`config.mk`:
```
export PLATFORM = sky130hd
export DESIGN_NAME = ram_program_loader
export DESIGN_NICKNAME = d
export VERILOG_FILES = /design/src/rtl/ram_program_loader.sv
export SDC_FILE = /design/constraint.sdc
export NUM_CORES = 1
export LEC_CHECK = 0
export BUFFER_PORTS_ARGS = -buffer_cell sky130_fd_sc_hd__buf_4
export CAP_MARGIN = 5
export CORE_AREA = 4 4 41 43
export DETAILED_ROUTE_END_ITERATION = 10
export DIE_AREA = 0 0 45 47
export GPL_TIMING_DRIVEN = 0
export PLACE_DENSITY_LB_ADDON = 0.1
export SYNTH_ARGS = -nofsm -noshare
export SYNTH_HDL_FRONTEND = slang
export SYNTH_SLANG_ARGS = --single-unit
```
`constraint.sdc`:
```
create_clock -name clk -period 1.4 [get_ports clk]
set_input_delay 0.21 -clock clk [delete_from_list [all_inputs] [get_ports clk]]
set_output_delay 0.21 -clock clk [all_outputs]
set_load 0.01 [all_outputs]
```
`src/rtl/ram_program_loader.sv`:
```
// ---------------------------------------------------------------------------
// ram_program_loader
//
// Purpose
//   Fills the 16-byte program RAM from ui_in while the CPU is held in
//   programming mode. The loader and the host use a ready/strobe handshake:
//     - the loader raises ready;
//     - the host puts a byte on ui_in and pulses host_valid.
//   For each byte the loader runs three one-cycle bus steps:
//     1. load the MAR address;
//     2. load the MAR data;
//     3. strobe the RAM write.
//   The CPU control block stays stalled until the loader returns to IDLE.
//
// Parameters
//   ADDR_W  RAM address width (<= 8, the address is zero-extended onto the bus)
//   WORDS   number of bytes to load; the last address is WORDS-1
//           (WORDS <= 2**ADDR_W)
//
// Ports
//   clk          rising-edge clock
//   rst_n        synchronous reset, active-low
//   programming  programming-mode request (uio_in[0])
//   host_valid   host byte strobe; ui_in is stable while it is high
//   ui_in        host byte (only present with LOADER_CHECKSUM_EN)
//   ready        loader is waiting for the next byte
//   done_load    all WORDS bytes have been written
//   cpu_hold     stalls the CPU control block; high in every state but IDLE
//   checksum     running mod-256 sum of the loaded bytes
//                (only present with LOADER_CHECKSUM_EN)
//   addr_bus     {0, addr}; only meaningful while addr_bus_en is high
//   addr_bus_en  loader owns the shared bus with the address
//   read_ui_in   ui_in is gated onto the shared bus
//   n_load_addr  MAR address load, active-low
//   n_load_data  MAR data load, active-low
//   n_load_ram   RAM write strobe, active-low
//
// Optional feature
//   LOADER_CHECKSUM_EN - when defined, adds the ui_in input, the checksum
//   output and the checksum register. Nothing else changes.
// ---------------------------------------------------------------------------
module ram_program_loader #(
    parameter int ADDR_W = 4,
    parameter int WORDS  = 16
) (
    input  logic       clk,
    input  logic       rst_n,
    input  logic       programming,
    input  logic       host_valid,
`ifdef LOADER_CHECKSUM_EN
    input  logic [7:0] ui_in,
`endif
    output logic       ready,
    output logic       done_load,
    output logic       cpu_hold,
`ifdef LOADER_CHECKSUM_EN
    output logic [7:0] checksum,
`endif
    output logic [7:0] addr_bus,
    output logic       addr_bus_en,
    output logic       read_ui_in,
    output logic       n_load_addr,
    output logic       n_load_data,
    output logic       n_load_ram
);

    localparam logic [ADDR_W-1:0] LAST_ADDR = ADDR_W'(WORDS - 1);

    typedef enum logic [2:0] {
        IDLE,
        WAIT_BYTE,
        ADDR,
        DATA,
        WRITE,
        WAIT_RELEASE,
        DONE
    } state_t;

    state_t            state;
    state_t            state_next;
    logic [ADDR_W-1:0] addr;

    // State register.
    always_ff @(posedge clk) begin
        if (!rst_n) begin
            state <= IDLE;
        end else begin
            state <= state_next;
        end
    end

    // Next-state logic.
    // A byte that has entered ADDR always finishes its write before
    // programming is looked at again. Inside the waiting states, an abort
    // (programming low) wins over the host strobe.
    always_comb begin
        state_next = state;
        unique case (state)
            IDLE: begin
                if (programming) begin
                    state_next = WAIT_BYTE;
                end
            end
            WAIT_BYTE: begin
                if (!programming) begin
                    state_next = IDLE;
                end else if (host_valid) begin
                    state_next = ADDR;
                end
            end
            ADDR: begin
                state_next = DATA;
            end
            DATA: begin
                state_next = WRITE;
            end
            WRITE: begin
                if (addr == LAST_ADDR) begin
                    state_next = DONE;
                end else begin
                    state_next = WAIT_RELEASE;
                end
            end
            WAIT_RELEASE: begin
                // A held strobe parks here, so it loads exactly one byte.
                if (!programming) begin
                    state_next = IDLE;
                end else if (!host_valid) begin
                    state_next = WAIT_BYTE;
                end
            end
            DONE: begin
                if (!programming) begin
                    state_next = IDLE;
                end
            end
            default: begin
                state_next = IDLE;
            end
        endcase
    end

    // Load address.
    // The address restarts at 0 whenever a new programming session starts.
    // It then advances after every write except the last one, so it never
    // wraps. An abort leaves it alone until the next session clears it.
    always_ff @(posedge clk) begin
        if (!rst_n) begin
            addr <= '0;
        end else if (state == IDLE && programming) begin
            addr <= '0;
        end else if (state == WRITE && addr != LAST_ADDR) begin
            addr <= addr + 1'b1;
        end
    end

`ifdef LOADER_CHECKSUM_EN
    // Running checksum.
    // The byte is summed while it is on the bus in DATA, which is the same
    // cycle in which the MAR captures it. The sum is cleared at the start of
    // each programming session.
    always_ff @(posedge clk) begin
        if (!rst_n) begin
            checksum <= 8'd0;
        end else if (state == IDLE && programming) begin
            checksum <= 8'd0;
        end else if (state == DATA) begin
            checksum <= checksum + ui_in;
        end
    end
`endif

    // Moore output decode.
    // Each bus step owns the shared bus for exactly one state. Because of
    // this, addr_bus_en and read_ui_in can never be high together.
    always_comb begin
        ready       = 1'b0;
        done_load   = 1'b0;
        cpu_hold    = 1'b1;
        addr_bus_en = 1'b0;
        read_ui_in  = 1'b0;
        n_load_addr = 1'b1;
        n_load_data = 1'b1;
        n_load_ram  = 1'b1;
        addr_bus    = 8'd0;
        addr_bus[ADDR_W-1:0] = addr;
        unique case (state)
            IDLE: begin
                cpu_hold = 1'b0;
            end
            WAIT_BYTE: begin
                ready = 1'b1;
            end
            ADDR: begin
                addr_bus_en = 1'b1;
                n_load_addr = 1'b0;
            end
            DATA: begin
                read_ui_in  = 1'b1;
                n_load_data = 1'b0;
            end
            WRITE: begin
                n_load_ram = 1'b0;
            end
            WAIT_RELEASE: begin
            end
            DONE: begin
                done_load = 1'b1;
            end
            default: begin
                cpu_hold = 1'b0;
            end
        endcase
    end

endmodule

```
==> impl_metrics.py, run 1 <==
metrics = {
    "run_status": {
        "status": "complete, no violations",
    },
    "setup_path": {
        "cp-end-kind": "primary output",
        "crit_required_ns": 1.19,
        "cp_max_fo": 5,
        "ff2ff_setup_slack_ns": 0.09,
        "r2r-start": "addr[0]$_SDFFE_PP0P_",
        "r2r_cells": 5,
        "r2r_end": "state[0]$_SDFFE_PN0P_",
        "start_kind": "register",
        "arrival_ns": 1.15,
        "crit_type": "reg2out",
    },
    "cts": {
        "cts_tree": "done",
        "htreeDepth": 1,
        "clock_sinks": 7,
        "clk_latency_ns": 0.25,
        "cts_buffers": 3,
        "cts_max_path_buffers": 2,
        "clkTransAtPathRegs_ns": 0.05,
        "ctsHoldBuffers": 0,
        "cts.root.buffer_cell": "clkbuf_4",
    },
    "synthesis": {
        "ys_ff_latch": 7,
        "synth.avg_cell_area_um2": 7.60,
        "synth_area_um2": 487,
        "synth-seq-area-share_pct": 28.8,
        "yosys.area.top_type": "dfxtp_1",
        "synth_top_area_share_pct": 28.8,
        "synth_cell_types": 29,
        "syn_inst": 64,
        "ys.flop_type": "dfxtp_1",
        "synthTopCellsByArea": "dfxtp_1, buf_4, nand2_1",
        "async_flop_share_pct": 0,
        "synth_edf_count": 0,
        "ys_warn_count": 0,
    },
    "pwr": {
        "power.density_nw_per_um2": 750,
        "ir_drop_uv": 287,
        "p_leak_nw": 0.357,
    },
    "route": {
        "first_pass_iters": 4,
        "viasPerCell": 4.69,
        "drcViolationCount": 0,
        "wirelength_um": 1090,
        "first_iter_violations": 6,
        "vias": 488,
        "wl_per_cell_um": 10.5,
        "ant_nets": 0,
    },
    "timing": {
        "fmax_mhz": 738,
        "rsz0062_at_grt": "true",
        "fin_ws_ns": 0.0446,
        "skew_ns": 0.000210,
        "min_period_over_period_pct": 96.8,
        "period_minus_slack_ns": 1.36,
        "drv_slew": 0,
        "finalHoldViolCount": 0,
        "setup_viol": 0,
    },
    "grt": {
        "use_met1_pct": 12.6,
        "grt_pass1_wl_um": 1590,
        "grt_max_degree": 11,
        "grt_use_met3_pct": 6.90,
        "top_usage_layer": "met2",
        "grt-ovfl-total": 0,
        "met2_usage_pct": 15.8,
        "grt.total_usage_pct": 10.9,
        "grt_pass1_vias": 377,
        "antenna_found_initial": 0,
    },
    "place": {
        "pre_cts_ws_ns": 0.0872,
        "placed_cells": 97,
        "io_buffers": 15,
        "place_hpwl_um": 778,
        "gp_congestion": 0.835,
    },
    "hold_path": {
        "min_to": "state[0]$_SDFFE_PN0P_",
        "hold_path.class": "in2reg",
        "worstHoldStart": "rst_n",
        "hold_path_depth": 2,
    },
    "cells_and_area": {
        "fillers": 136,
        "antenna_cells_inserted": 0,
        "drive_gt1_share_pct": 38.2,
        "fin_nets": 95,
        "areaGrowthSynthToFinish_pct": 45.8,
        "utilization_pct": 54.5,
        "stdcell_count": 104,
    },
    "die": {
        "coreArea_um2": 1300,
        "die_x_um": 45,
        "die_h_um": 47,
        "pin_count": 20,
        "die_area_um2": 2120,
        "initial_core_util_pct": 37.4,
        "rows": 13,
    },
    "job": {
        "cap_violations": 0,
    },
}
## cell usage in the layout, fill, tap and decap left out
cell / instances
o211ai_1: 1
dfxtp_2: 1
a21boi_0: 1
o21ai_0: 2
clkbuf_4: 3
nor4b_1: 1
inv_1: 6
nor3_1: 2
nor2_1: 5
and4b_1: 2
nand3_1: 3
nor3b_4: 1
buf_2: 1
and2_1: 1
a21oi_1: 3
nor2b_4: 1
o221ai_1: 1
clkbuf_1: 1
nand4b_1: 1
xor2_1: 2
nand4_1: 1
buf_6: 3
ha_1: 1
dfxtp_1: 5
buf_4: 21
nor3_4: 1
inv_2: 1
and3_1: 1
dfxtp_4: 1
a211oi_1: 1
nand2_1: 8
o211a_1: 1
conb_1: 4
nand2b_1: 1
## metrics by stage
step | hold slack (ns) | area, um2 | total power [mW] | setup TNS [ns]
global placement | 0.471 | 629 | 0.329 | 0
detailed placement | 0.470 | 629 | 0.329 | 0
CTS | 0.205 | 678 | 0.525 | -0.0194
floorplan | 0.343 | 498 | 0.291 | 0
global route | 0.212 | 709 | 0.572 | -0.0656
finish | 0.205 | 709 | 0.532 | 0
## area by class of cell
cell class	count	area, um2	area share, %
clock buffer	4	26.3	3.70
buffer	7	63.8	8.99
multi-input combinational	46	297	41.8
timing repair buffer	18	133	18.7
inverter	7	26.3	3.70
tap	15	18.8	2.65
sequential	7	145	20.5
## logic make-up after synthesis
group | count (synthesis) | share of synthesized area [%]
xor+xnor | 2 | 3.60
flops | 7 | 28.8
buf+inv | 14 | 16.5
other cells | 1 | 0.770
simple gates | 29 | 34.2
fa+ha+maj | 1 | 2.57
compound gates | 10 | 13.6
## how the worst max path moves through the flow
| stage | start | end | depth (start not counted) |
|---|---|---|---|
| after global routing | state[2]$_SDFFE_PN0P_ | read_ui_in | 5 |
| after global placement | addr[0]$_SDFFE_PP0P_ | state[0]$_SDFFE_PN0P_ | 5 |
| after floorplan | addr[0]$_SDFFE_PP0P_ | state[0]$_SDFFE_PN0P_ | 5 |
| after CTS | state[0]$_SDFFE_PN0P_ | cpu_hold | 4 |
| final | state[1]$_SDFFE_PN0P_ | cpu_hold | 4 |
| after detailed placement | addr[0]$_SDFFE_PP0P_ | state[0]$_SDFFE_PN0P_ | 5 |
## cell usage after synthesis, types with 2 or more instances
library cell / count
xor2_1: 2
nand3_1: 3
inv_1: 6
nor3_1: 3
o21ai_0: 2
dfxtp_1: 7
and4b_1: 2
buf_4: 5
nand2_1: 8
nor2_1: 5
a21oi_1: 3
## registers in the layout, indices dropped and copies added, names as in the netlist
signal  cells
state       3
addr        4
## routing by layer
metal  wire [um]  vias up
li1            -      261
met3          83        2
met5           0        -
met1         451      212
met4          11        0
met2         542       13
## critical path, cell delays in order, from the launching register on
cell     delay (ns)
dfxtp_4        0.35
buf_6          0.13
nor3_4         0.21
nor2_1         0.06
buf_4          0.14
## repair_timing
item / CTS / global route
buffers inserted: 1 / 1
resized for setup: 5 / 5
gates cloned: 0 / 1
endpoints found under the setup margin: 5 / 5
pin swaps: 0 / 1
## power breakdown
| part | internal [mW] | leakage, nW | switching (mW) |
|---|---|---|---|
| clock network | 0.109 | 0.0150 | 0.0769 |
| registers | 0.205 | 0.0577 | 0.00709 |
| logic | 0.0680 | 0.284 | 0.0657 |
No activity file was read; power rests on OpenSTA's default activity.
==> run 2: changes to the inputs <==
--- a/config.mk
+++ b/config.mk
@@ -10,7 +10,6 @@
 export CORE_AREA = 4 4 41 43
 export DETAILED_ROUTE_END_ITERATION = 10
 export DIE_AREA = 0 0 45 47
-export GPL_TIMING_DRIVEN = 0
 export PLACE_DENSITY_LB_ADDON = 0.1
 export SYNTH_ARGS = -nofsm -noshare
 export SYNTH_HDL_FRONTEND = slang
==> impl_metrics.py, run 2 (synthesis results as in run 1) <==
metrics = {
    "run_status": {
        "status": "complete, no violations",
    },
    "cells_and_area": {
        "largest_reg_flops": 4,
        "top_register": "addr",
        "final_cell_mix": "buf_4, nand2_1, inv_1",
        "reg_top3": "addr (4), state (3)",
        "areaGrowthSynthToFinish_pct": 31.6,
        "stdcell_count": 97,
        "fin_nets": 88,
        "drive_gt1_share_pct": 34.1,
        "final_common_cell": "buf_4",
        "antenna_cells_inserted": 0,
        "utilization_pct": 49.2,
    },
    "timing": {
        "finalHoldViolCount": 0,
        "drv_slew": 0,
        "whs_ns": 0.225,
        "min_period_over_period_pct": 93.4,
        "tns_ns": 0,
        "setup_viol": 0,
        "skew_ns": 0.00143,
        "period_minus_slack_ns": 1.31,
        "fmax_mhz": 764,
        "rsz0062_at_grt": "false",
    },
    "pwr": {
        "ir_drop_uv": 530,
        "p_leak_nw": 0.314,
        "power.density_nw_per_um2": 770,
        "p_total_mw": 0.493,
    },
    "route": {
        "wirelength_um": 1090,
        "first_pass_iters": 2,
        "first_iter_violations": 5,
        "wl_per_cell_um": 11.2,
        "ant_nets": 0,
        "drcViolationCount": 0,
        "viasPerCell": 4.98,
        "vias": 483,
    },
    "grt": {
        "use_met1_pct": 12.8,
        "grt_max_degree": 12,
        "grt-ovfl-total": 0,
        "grt_use_met3_pct": 6.13,
        "met2_usage_pct": 19.8,
        "grt.total_usage_pct": 12.2,
        "grt_pass1_wl_um": 1770,
        "antenna_found_initial": 0,
        "grt_pass1_vias": 409,
        "top_usage_layer": "met2",
    },
    "hold_path": {
        "worstHoldStart": "rst_n",
        "hold_path.class": "in2reg",
        "hold_path_depth": 2,
    },
    "die": {
        "die_area_um2": 2120,
        "die_h_um": 47,
        "pin_count": 20,
        "rows": 13,
        "die_x_um": 45,
        "initial_core_util_pct": 37.4,
        "coreArea_um2": 1300,
    },
    "cts": {
        "cts_buffers": 3,
        "htreeDepth": 1,
        "cts.root.buffer_cell": "clkbuf_4",
        "cts_max_path_buffers": 2,
        "ctsHoldBuffers": 0,
        "clock_sinks": 7,
        "clk_latency_ns": 0.25,
        "cts_tree": "done",
        "clkTransAtPathRegs_ns": 0.05,
    },
    "place": {
        "placed_cells": 92,
        "place_hpwl_um": 833,
        "io_buffers": 15,
        "gp_congestion": 0.797,
    },
    "setup_path": {
        "arrival_ns": 1.10,
        "cp-startpoint": "state[0]$_SDFFE_PN0P_",
        "crit_type": "reg2out",
        "cp_max_fo": 11,
        "crit_required_ns": 1.19,
        "r2r_cells": 5,
        "cpPeakStageDelay_ns": 0.38,
        "start_kind": "register",
        "r2r-start": "addr[0]$_SDFFE_PP0P_",
        "cp_slowest_cell": "dfxtp_2",
        "crit_chain": "nor3_2 -> nor2_1 -> buf_4",
        "cp-end-kind": "primary output",
    },
    "job": {
        "cap_violations": 0,
    },
}
==> run 2: power breakdown <==
part	switching, mW	internal, mW
Clock	0.0694	0.108
Combinational	0.0479	0.0452
Sequential	0.0181	0.204
==> run 2: worst max-delay path: cells and delay by family, from the launching register on <==
family | cells | cell delay [ns]
flops | 1 | 0.38
buf+inv | 1 | 0.14
simple gates | 2 | 0.32
==> run 2: per-layer routing <==
layer,vias to the layer above,routed length (um)
li1,247,-
met1,225,458
met2,9,551
met3,2,69
met4,0,10
met5,-,0
==> run 2: through the flow <==
stage / instance area [um2] / setup WS [ns]
floorplan: 498 / 0.170
global placement: 591 / 0.123
detailed placement: 591 / 0.0804
CTS: 628 / 0.0163
global route: 641 / 0.00124
finish: 641 / 0.0919
==> run 2: timing repair <==
item	4_1_cts	5_1_grt
setup buffers	1	0
resized for setup	3	4
endpoints found under the setup margin	7	4
==> run 2: layout make-up <==
cell class,instances,area (um2)
Fill cell,143,661
Multi-Input combinational cell,46,285
Sequential cell,7,149
Timing Repair Buffer,18,135
Clock buffer,4,26.3
Inverter,7,26.3
Tap cell,15,18.8
==> run 2: worst paths after layout <==
path / slack, ns / end
worst max-delay path: 0.09 / cpu_hold
worst max register to register: 0.16 / state[0]$_SDFFE_PN0P_
worst min-delay path: 0.23 / state[0]$_SDFFE_PN0P_
worst min register to register: 0.53 / addr[3]$_SDFFE_PP0P_
